### config.mk
export PLATFORM = sky130hd
export DESIGN_NAME = dac_spi_transmitter
export DESIGN_NICKNAME = d
export VERILOG_FILES = /design/src/rtl/synth_pkg.sv /design/src/rtl/spi_tick_gen.sv /design/src/rtl/dac_spi_transmitter.sv
export SDC_FILE = /design/constraint.sdc
export NUM_CORES = 1
export LEC_CHECK = 0
export CORE_MARGIN = 3
export CORE_UTILIZATION = 50
export DETAILED_ROUTE_END_ITERATION = 12
export GPL_ROUTABILITY_DRIVEN = 0
export HOLD_SLACK_MARGIN = 0.08
export PLACE_DENSITY_LB_ADDON = 0.3
export SLEW_MARGIN = 5
export SYNTH_ARGS = -nofsm -noshare
export SYNTH_HDL_FRONTEND = slang
export SYNTH_SLANG_ARGS = --single-unit
### constraint.sdc
create_clock -name i_Clock -period 5.9 [get_ports i_Clock]
set_clock_uncertainty 0.2 [all_clocks]
set_input_delay 0.59 -clock i_Clock [delete_from_list [all_inputs] [get_ports i_Clock]]
set_output_delay 0.59 -clock i_Clock [all_outputs]
set_load 0.02 [all_outputs]
### src/rtl/synth_pkg.sv
// Shared types and constants for the synth output path, including the
// DAC frame layout used by the SPI transmitter.
package synth_pkg;

  typedef enum logic [1:0] {
    IDLE,
    SHIFT,
    HOLD,
    GAP
  } dac_state_e;

  localparam int         DAC_FRAME_BITS = 24;
  localparam int         DAC_DATA_BITS  = 16;
  localparam logic [7:0] DAC_COMMAND    = 8'h30;

  // Offset binary is two's complement with the sign bit inverted.
  function automatic logic [DAC_DATA_BITS-1:0] dac_encode(
    input logic [DAC_DATA_BITS-1:0] sample,
    input bit                       offset_binary
  );
    return offset_binary ? (sample ^ 16'h8000) : sample;
  endfunction

endpackage

### src/rtl/spi_tick_gen.sv
// Half-period tick for the SPI clock: one tick every CLOCK_DIV cycles while
// enabled, restarted from zero whenever a frame starts.
module spi_tick_gen #(
  parameter int CLOCK_DIV = 2
) (
  input  logic i_Clock,
  input  logic i_Reset_n,
  input  logic i_Enable,
  input  logic i_Clear,
  output logic o_Tick
);

  localparam int CW = (CLOCK_DIV > 1) ? $clog2(CLOCK_DIV) : 1;
  localparam logic [CW-1:0] LAST = CW'(CLOCK_DIV - 1);

  logic [CW-1:0] count;

  // NOTE: sequential state uses non-blocking assignments so every register
  // samples the pre-edge value of its neighbours, independent of block order.
  always_ff @(posedge i_Clock or negedge i_Reset_n) begin
    if (!i_Reset_n) begin
      count <= '0;
    end else if (i_Clear || !i_Enable || count == LAST) begin
      count <= '0;
    end else begin
      count <= count + 1'b1;
    end
  end

  assign o_Tick = i_Enable && (count == LAST);

endmodule

### src/rtl/dac_spi_transmitter.sv
// Serialises synth samples to an SPI DAC as {command, data} frames (mode 0),
// with a one-deep pending buffer and a sticky overrun flag.
module dac_spi_transmitter
  import synth_pkg::*;
#(
  parameter int         CLOCK_DIV     = 2,
  parameter int         CS_GAP        = 4,
  parameter logic [7:0] COMMAND       = DAC_COMMAND,
  parameter bit         OFFSET_BINARY = 1'b1
) (
  input  logic                     i_Clock,
  input  logic                     i_Reset_n,
  input  logic                     i_SampleReady,
  input  logic [DAC_DATA_BITS-1:0] i_Sample,
  input  logic                     i_ClearOverrun,
  output logic                     o_SpiCs_n,
  output logic                     o_SpiClock,
  output logic                     o_SpiMosi,
  output logic                     o_Busy,
  output logic                     o_FrameDone,
  output logic                     o_Overrun
);

  localparam int GW = (CS_GAP > 1) ? $clog2(CS_GAP) : 1;

  dac_state_e                 state;
  logic [DAC_FRAME_BITS-2:0]  shift_reg;   // bits still to send after the one on MOSI
  logic [4:0]                 bit_cnt;
  logic [GW-1:0]              gap_cnt;
  logic [DAC_DATA_BITS-1:0]   pending;
  logic                       pend_valid;
  logic                       tick;
  logic                       start;
  logic [DAC_FRAME_BITS-1:0]  load_frame;

  // The pending sample always takes precedence over a fresh strobe in IDLE.
  assign start      = (state == IDLE) && (pend_valid || i_SampleReady);
  assign load_frame = {COMMAND, dac_encode(pend_valid ? pending : i_Sample, OFFSET_BINARY)};

  spi_tick_gen #(
    .CLOCK_DIV (CLOCK_DIV)
  ) u_tick_gen (
    .i_Clock   (i_Clock),
    .i_Reset_n (i_Reset_n),
    .i_Enable  (state == SHIFT || state == HOLD),
    .i_Clear   (start),
    .o_Tick    (tick)
  );

  always_ff @(posedge i_Clock or negedge i_Reset_n) begin
    if (!i_Reset_n) begin
      state       <= IDLE;
      shift_reg   <= '0;
      bit_cnt     <= '0;
      gap_cnt     <= '0;
      // NOTE: the pending buffer is a single register, not a memory, so it is
      // cleared with everything else and no stale sample survives reset.
      pending     <= '0;
      pend_valid  <= 1'b0;
      o_SpiCs_n   <= 1'b1;
      o_SpiClock  <= 1'b0;
      o_SpiMosi   <= 1'b0;
      o_Busy      <= 1'b0;
      o_FrameDone <= 1'b0;
      o_Overrun   <= 1'b0;
    end else begin
      o_FrameDone <= 1'b0;
      if (i_ClearOverrun) o_Overrun <= 1'b0;

      unique case (state)
        IDLE: begin
          o_Busy <= pend_valid || i_SampleReady;
          if (start) begin
            state      <= SHIFT;
            shift_reg  <= load_frame[DAC_FRAME_BITS-2:0];
            o_SpiMosi  <= load_frame[DAC_FRAME_BITS-1];
            o_SpiCs_n  <= 1'b0;
            o_SpiClock <= 1'b0;
            bit_cnt    <= 5'(DAC_FRAME_BITS - 1);
          end
          // Strobe racing a pending send becomes the next pending sample.
          if (pend_valid) begin
            if (i_SampleReady) pending <= i_Sample;
            else               pend_valid <= 1'b0;
          end
        end

        SHIFT: begin
          o_Busy <= 1'b1;
          if (tick) begin
            if (!o_SpiClock) begin
              o_SpiClock <= 1'b1;
            end else begin
              o_SpiClock <= 1'b0;
              if (bit_cnt == '0) begin
                state <= HOLD;
              end else begin
                bit_cnt   <= bit_cnt - 1'b1;
                o_SpiMosi <= shift_reg[DAC_FRAME_BITS-2];
                shift_reg <= shift_reg << 1;
              end
            end
          end
        end

        HOLD: begin
          o_Busy <= 1'b1;
          if (tick) begin
            state       <= GAP;
            o_SpiCs_n   <= 1'b1;
            o_FrameDone <= 1'b1;
            gap_cnt     <= GW'(CS_GAP - 1);
          end
        end

        GAP: begin
          if (gap_cnt == '0) begin
            state  <= IDLE;
            o_Busy <= pend_valid || i_SampleReady;
          end else begin
            gap_cnt <= gap_cnt - 1'b1;
            o_Busy  <= 1'b1;
          end
        end

        default: state <= IDLE;
      endcase

      // Outside IDLE every strobe lands in the pending buffer; newest wins.
      if (i_SampleReady && state != IDLE) begin
        pending    <= i_Sample;
        pend_valid <= 1'b1;
        if (pend_valid) o_Overrun <= 1'b1;
      end
    end
  end

endmodule

==> results_dict.tcl, run 1 <==
set metrics [dict create \
    outcome "complete, no violations" \
    slowest_stage "dfrtp_1" \
    synth-edff-count 0 \
    layout-drive-gt1-share 0.214 \
    n_fill_cell 421 \
    path_cells "nor3b_2 > nor3_1 > a41oi_1 > o21a_1" \
    cts_tree "built" \
    power.leakage_nw 1.46 \
    post-cts-setup-buffers 0 \
    finalSetupViolCount 0 \
    max_stage_delay_ns 1.07 \
    vias 1914 \
    syn_area_um2 2850 \
    root_buffer "clkbuf_8" \
    arrival_ns 2.70 \
    ys_warn_count 0 \
    final_common_cell "dfrtp_1" \
    fin_crit_sh 0.456 \
    ys_types 47 \
    wl_um 4810 \
    overflow 0 \
    clk_pin_slew_ns 0.10 \
    total_power_mw 1.57 \
    ff2ff_path_depth 4 \
    core-area_um2 5300 \
    hpwl_um 3300 \
    crit_path_start_kind "flip-flop" \
    initial_core_util 0.538 \
    synthArstFlopShare 1.00 \
    ys.flop_type "dfrtp_1" \
    row_count 26 \
    synth_seq_area_share 0.491 \
    finalCriticalPeriod_ns 2.69 \
    drt-initial-drc-count 135 \
    largest_reg_flops 23 \
    cp.required_ns 5.91 \
    grt_pass1_wl_um 8360 \
    syn-num-nets 274 \
    min_path_type "input pin to async pin" \
    critical_path.max_fanout 22 \
    drc 0 \
    vdd_drop_max_mv 0.244 \
    nets 296 \
    numCtsBuffers 5 \
    r2r_slack_ns 3.21 \
    max_slew_margin 0.284 \
    criticalPathCategory "flip-flop to flip-flop" \
    fin_ws_ns 3.21 \
    holdWs_ns 0.190 \
    die-height_um 81.6 \
    via_per_inst 5.61 \
    post-place-ws_ns 3.17 \
    port_buffers 25 \
    ioPinCount 26 \
    clockBufferDepth 2 \
    cap_violations 0 \
    worst_slew_pin_slew_ns 1.07 \
    wl_per_cell_um 14.1 \
    reg2reg_from "pend_valid$_DFFE_PN0P_" \
    cts_sinks 56 \
    worst_setup_path_end_kind "flip-flop" \
    grt_max_degree 57 \
    insertedDiodeCount 0 \
    cp_top_family "flip-flops" \
    cts_resized 0 \
    syn_avg_cell_area_um2 11.5 \
    r2r-end "bit_cnt[2]$_DFFE_PN0P_" \
    track_usage 0.160 \
    die_w_um 81.6 \
    htreeDepth 2 \
    netlist_instances 248 \
    max_freq_mhz 371 \
    antenna_found_initial 0 \
    synthToLayoutAreaGrowth_pct 14.2 \
    powerDensity_nw_per_um2 482 \
    dr.pass1.iters 4 \
    rsz0062_at_grt "false" \
    finalSetupTns_ns 0 \
    mostFrequentLayoutCells "dfrtp_1 (55), nand2_1 (27), mux2_2 (24), clkdlybuf4s50_1 (24)" \
    drv_slew 0 \
    ctsHoldBuffers 0 \
    final-hold-violation-count 0 \
    die_area_um2 6650 \
    antenna_left 0 \
    synth-seq-cells 56 \
    clk_latency_ns 0.31 \
    grt_pass1_vias 1888 \
    crit_buf_inv 0 \
]
-- routing by layer --
metal  routed length [um]  global-route usage  part of all wire  vias to the layer above
li1                     -                   -                 -                      938
met1                 2270               0.208              0.47                      932
met2                 2310               0.270              0.48                       39
met3                  193              0.0395             0.040                        5
met4                   36              0.0372            0.0075                        0
met5                    0                   0                 0                        -
-- where the power goes --
group / internal, mW / switching [mW] / leakage, nW / total (mW)
registers: 0.517 / 0.108 / 0.658 / 0.625
clock network: 0.150 / 0.119 / 0.0645 / 0.269
logic: 0.354 / 0.323 / 0.734 / 0.677
-- per-stage QoR --
step / std cells / instance area, um^2 / utilization
after floorplan: 248 / 2850 / -
after global placement: 333 / 3130 / 0.591
after detailed placement: 333 / 3130 / 0.591
after CTS: 341 / 3260 / 0.614
after global routing: 341 / 3260 / 0.614
final: 341 / 3260 / 0.614
-- cell type report --
type / instances / area [um^2] / area share
sequential: 56 / 1400 / 0.430
multi-input combinational: 169 / 1340 / 0.411
timing repair buffer: 27 / 260 / 0.0799
clock buffer: 7 / 96.3 / 0.0296
tap: 70 / 87.6 / 0.0269
inverter: 11 / 41.3 / 0.0127
clock inverter: 1 / 30.0 / 0.00922
-- synth_stat cells, types with 5 or more instances --
cell      n  area [um^2]
a21oi_1   7         35.0
buf_2     5         25.0
dfrtp_1  55         1380
ha_1      6         75.1
inv_1    11         41.3
mux2_2   24          270
mux2_4    9          135
mux2i_1  18          180
nand2_1  27          101
nor2_1   14         52.6
nor3_1    5         25.0
o21ai_0  18         90.1
-- logic make-up after synthesis --
family,share of synthesized area
fa+ha+maj,0.0298
mux,0.205
compound gates,0.133
simple gates,0.102
buf+inv,0.0390
flops,0.491
-- how the worst max path moves through the flow --
stage	from	end	slack, ns	cells past startpoint
floorplan	state[0]$_DFFE_PN0P_	shift_reg[0]$_DFFE_PN0P_	3.74	8
global placement	i_SampleReady	bit_cnt[2]$_DFFE_PN0P_	3.19	5
detailed placement	i_SampleReady	bit_cnt[2]$_DFFE_PN0P_	3.17	5
CTS	pend_valid$_DFFE_PN0P_	bit_cnt[2]$_DFFE_PN0P_	3.22	4
global route	pend_valid$_DFFE_PN0P_	bit_cnt[2]$_DFFE_PN0P_	2.95	4
finish	pend_valid$_DFFE_PN0P_	bit_cnt[2]$_DFFE_PN0P_	3.21	4
-- worst register-to-register path: stages (launching register included) --
cell	delay (ns)
dfrtp_1	1.07
nor3b_2	0.23
nor3_1	0.75
a41oi_1	0.20
o21a_1	0.14
(Power assumes the default switching activity.)
==> run 2, diff against run 1 <==
- clock period: 5.9 -> 2.25 ns (I/O delays scaled with it)
==> run 2 against run 1 <==
  * Die area is the same
  * Sequential share of layout area fell by 1.0 points
  * Total power rose to 2.6 times the previous value
  * Core utilization is 1.5 points higher
  * Via count increased by 2.1%
  * Non-clock buffer count rose by 12
  * Maximum frequency grew 28%
  * Clock-buffer cell count shrank 1
  * Global-route usage grew 1.3 points
  * Register-to-register slack worse by 3.1 ns
  * Critical path depth is 3 higher
  * Final area up 2.4%
  * Largest power group unchanged
==> results_dict.tcl, run 2 (synthesized netlist as in run 1, its figures left out) <==
set metrics [dict create \
    outcome "complete, no violations" \
    sw_frac_of_total 0.362 \
    finalSetupViolCount 0 \
    arrival_ns 2.11 \
    drt-initial-drc-count 149 \
    min_path_cells 1 \
    hpwl_um 3540 \
    criticalPathCategory "flip-flop to flip-flop" \
    ff2ff_path_depth 7 \
    max_slew_margin 0.536 \
    pwr-share-comb 0.480 \
    power.leakage_nw 1.51 \
    dp.cells 344 \
    post-cts-setup-buffers 0 \
    crit_path_start_kind "flip-flop" \
    antenna_left 0 \
    grt_pass1_wl_um 9000 \
    max_freq_mhz 475 \
    finalInstanceArea_um2 3340 \
    die-height_um 81.6 \
    final-hold-violation-count 0 \
    post-place-ws_ns 0.156 \
    powerDensity_nw_per_um2 1240 \
    cp.required_ns 2.25 \
    clockBufferDepth 2 \
    htreeDepth 2 \
    row_count 26 \
    critical_path.max_fanout 17 \
    synthToLayoutAreaGrowth_pct 16.9 \
    mostFrequentLayoutCells "dfrtp_1 (55), nand2_1 (27), mux2_2 (24), clkdlybuf4s50_1 (24)" \
    clk_pin_slew_ns 0.10 \
    cap_violations 0 \
    insertedDiodeCount 0 \
    reg2reg_from "bit_cnt[1]$_DFFE_PN0P_" \
    place_area_um2 3230 \
    worst_setup_path_end_kind "flip-flop" \
    die_w_um 81.6 \
    grt_pass1_vias 1982 \
    largest_reg_flops 23 \
    antenna_found_initial 0 \
    numCtsBuffers 5 \
    root_buffer "clkbuf_8" \
    vias 1955 \
    final_common_cell "dfrtp_1" \
    clk_latency_ns 0.31 \
    overflow 0 \
    cts_sinks 56 \
    grt_max_degree 57 \
    initial_core_util 0.538 \
    min_path_type "flip-flop to flip-flop" \
    seq_power_share 0.379 \
    cts_tree "built" \
    p_sw_mw 1.50 \
    hp-start "o_Overrun$_DFF_PN0_" \
    r2r-end "shift_reg[8]$_DFFE_PN0P_" \
    final_core_utilization 0.629 \
    r2r_slack_ns 0.14 \
    p_clk_frac 0.141 \
    core-area_um2 5300 \
    fin_crit_sh 0.936 \
    total_power_mw 4.14 \
    drc 0 \
    min_to "o_Overrun$_DFF_PN0_" \
    finalCriticalPeriod_ns 2.11 \
    port_buffers 25 \
    track_usage 0.174 \
    layout-drive-gt1-share 0.244 \
    via_per_inst 5.54 \
    vdd_drop_max_mv 0.565 \
    wl_um 5130 \
    die_area_um2 6650 \
    drv_slew 0 \
    holdWs_ns 0.310 \
    fin_ws_ns 0.144 \
    final_cells 353 \
    finalSetupTns_ns 0 \
    nets 308 \
    ioPinCount 26 \
    dr.pass1.iters 4 \
    worst_slew_pin_slew_ns 0.696 \
    power.internal_mw 2.64 \
    wl_per_cell_um 14.5 \
]
run 2: cell types whose count changed in the layout (fill, tap and decap cells not counted), sizes merged:
| cell | before | now |
|---|---|---|
| buf | 3 | 14 |
| bufinv | 1 | 0 |
| clkbuf | 7 | 6 |
| clkinv | 0 | 1 |
| dlygate4sd3 | 0 | 1 |
| inv | 11 | 12 |
run 2: per-layer routing:
metal / share of wire / global-route usage
met1: 0.48 / 0.226
met3: 0.030 / 0.0274
met5: 0 / 0
met2: 0.47 / 0.296
met4: 0.011 / 0.0557
run 2: timing repair:
item / CTS / global route
setup endpoints to repair: 0 / 3
hold buffers: 1 / 0
resized for setup: 0 / 1
hold endpoints to repair: 55 / 0
run 2: power groups by stage:
stage / clock (mW) / sequential, mW / combinational [mW]
2_1_floorplan: 0 / 1.58 / 1.48
3_3_place_gp: 0 / 1.56 / 1.94
3_5_place_dp: 0 / 1.58 / 1.99
4_1_cts: 0.605 / 1.57 / 2.00
5_1_grt: 0.651 / 1.61 / 2.21
6_report: 0.584 / 1.57 / 1.99
run 2: final cells by class:
cell class	instances	area, um^2
Multi-Input combinational cell	169	1340
Clock inverter	2	13.8
Inverter	11	41.3
Clock buffer	6	82.6
Fill cell	416	1970
Sequential cell	56	1400
Tap cell	70	87.6
Timing Repair Buffer	39	369
run 2: worst max-delay path, cell delays in order, from the launching register on:
cell	delay (ns)
dfrtp_1	0.42
inv_1	0.08
ha_1	0.23
nor4b_4	0.26
nor2_2	0.10
o21ai_4	0.18
buf_12	0.18
mux2_2	0.35
run 2: worst max-delay path by stage:
stage | slack, ns | start | to
floorplan | 0.09 | state[0]$_DFFE_PN0P_ | shift_reg[0]$_DFFE_PN0P_
global placement | 0.18 | i_SampleReady | shift_reg[10]$_DFFE_PN0P_
detailed placement | 0.16 | bit_cnt[1]$_DFFE_PN0P_ | shift_reg[8]$_DFFE_PN0P_
CTS | 0.14 | bit_cnt[1]$_DFFE_PN0P_ | shift_reg[11]$_DFFE_PN0P_
global route | -0.002 | state[1]$_DFFE_PN0P_ | shift_reg[16]$_DFFE_PN0P_
finish | 0.14 | bit_cnt[1]$_DFFE_PN0P_ | shift_reg[8]$_DFFE_PN0P_
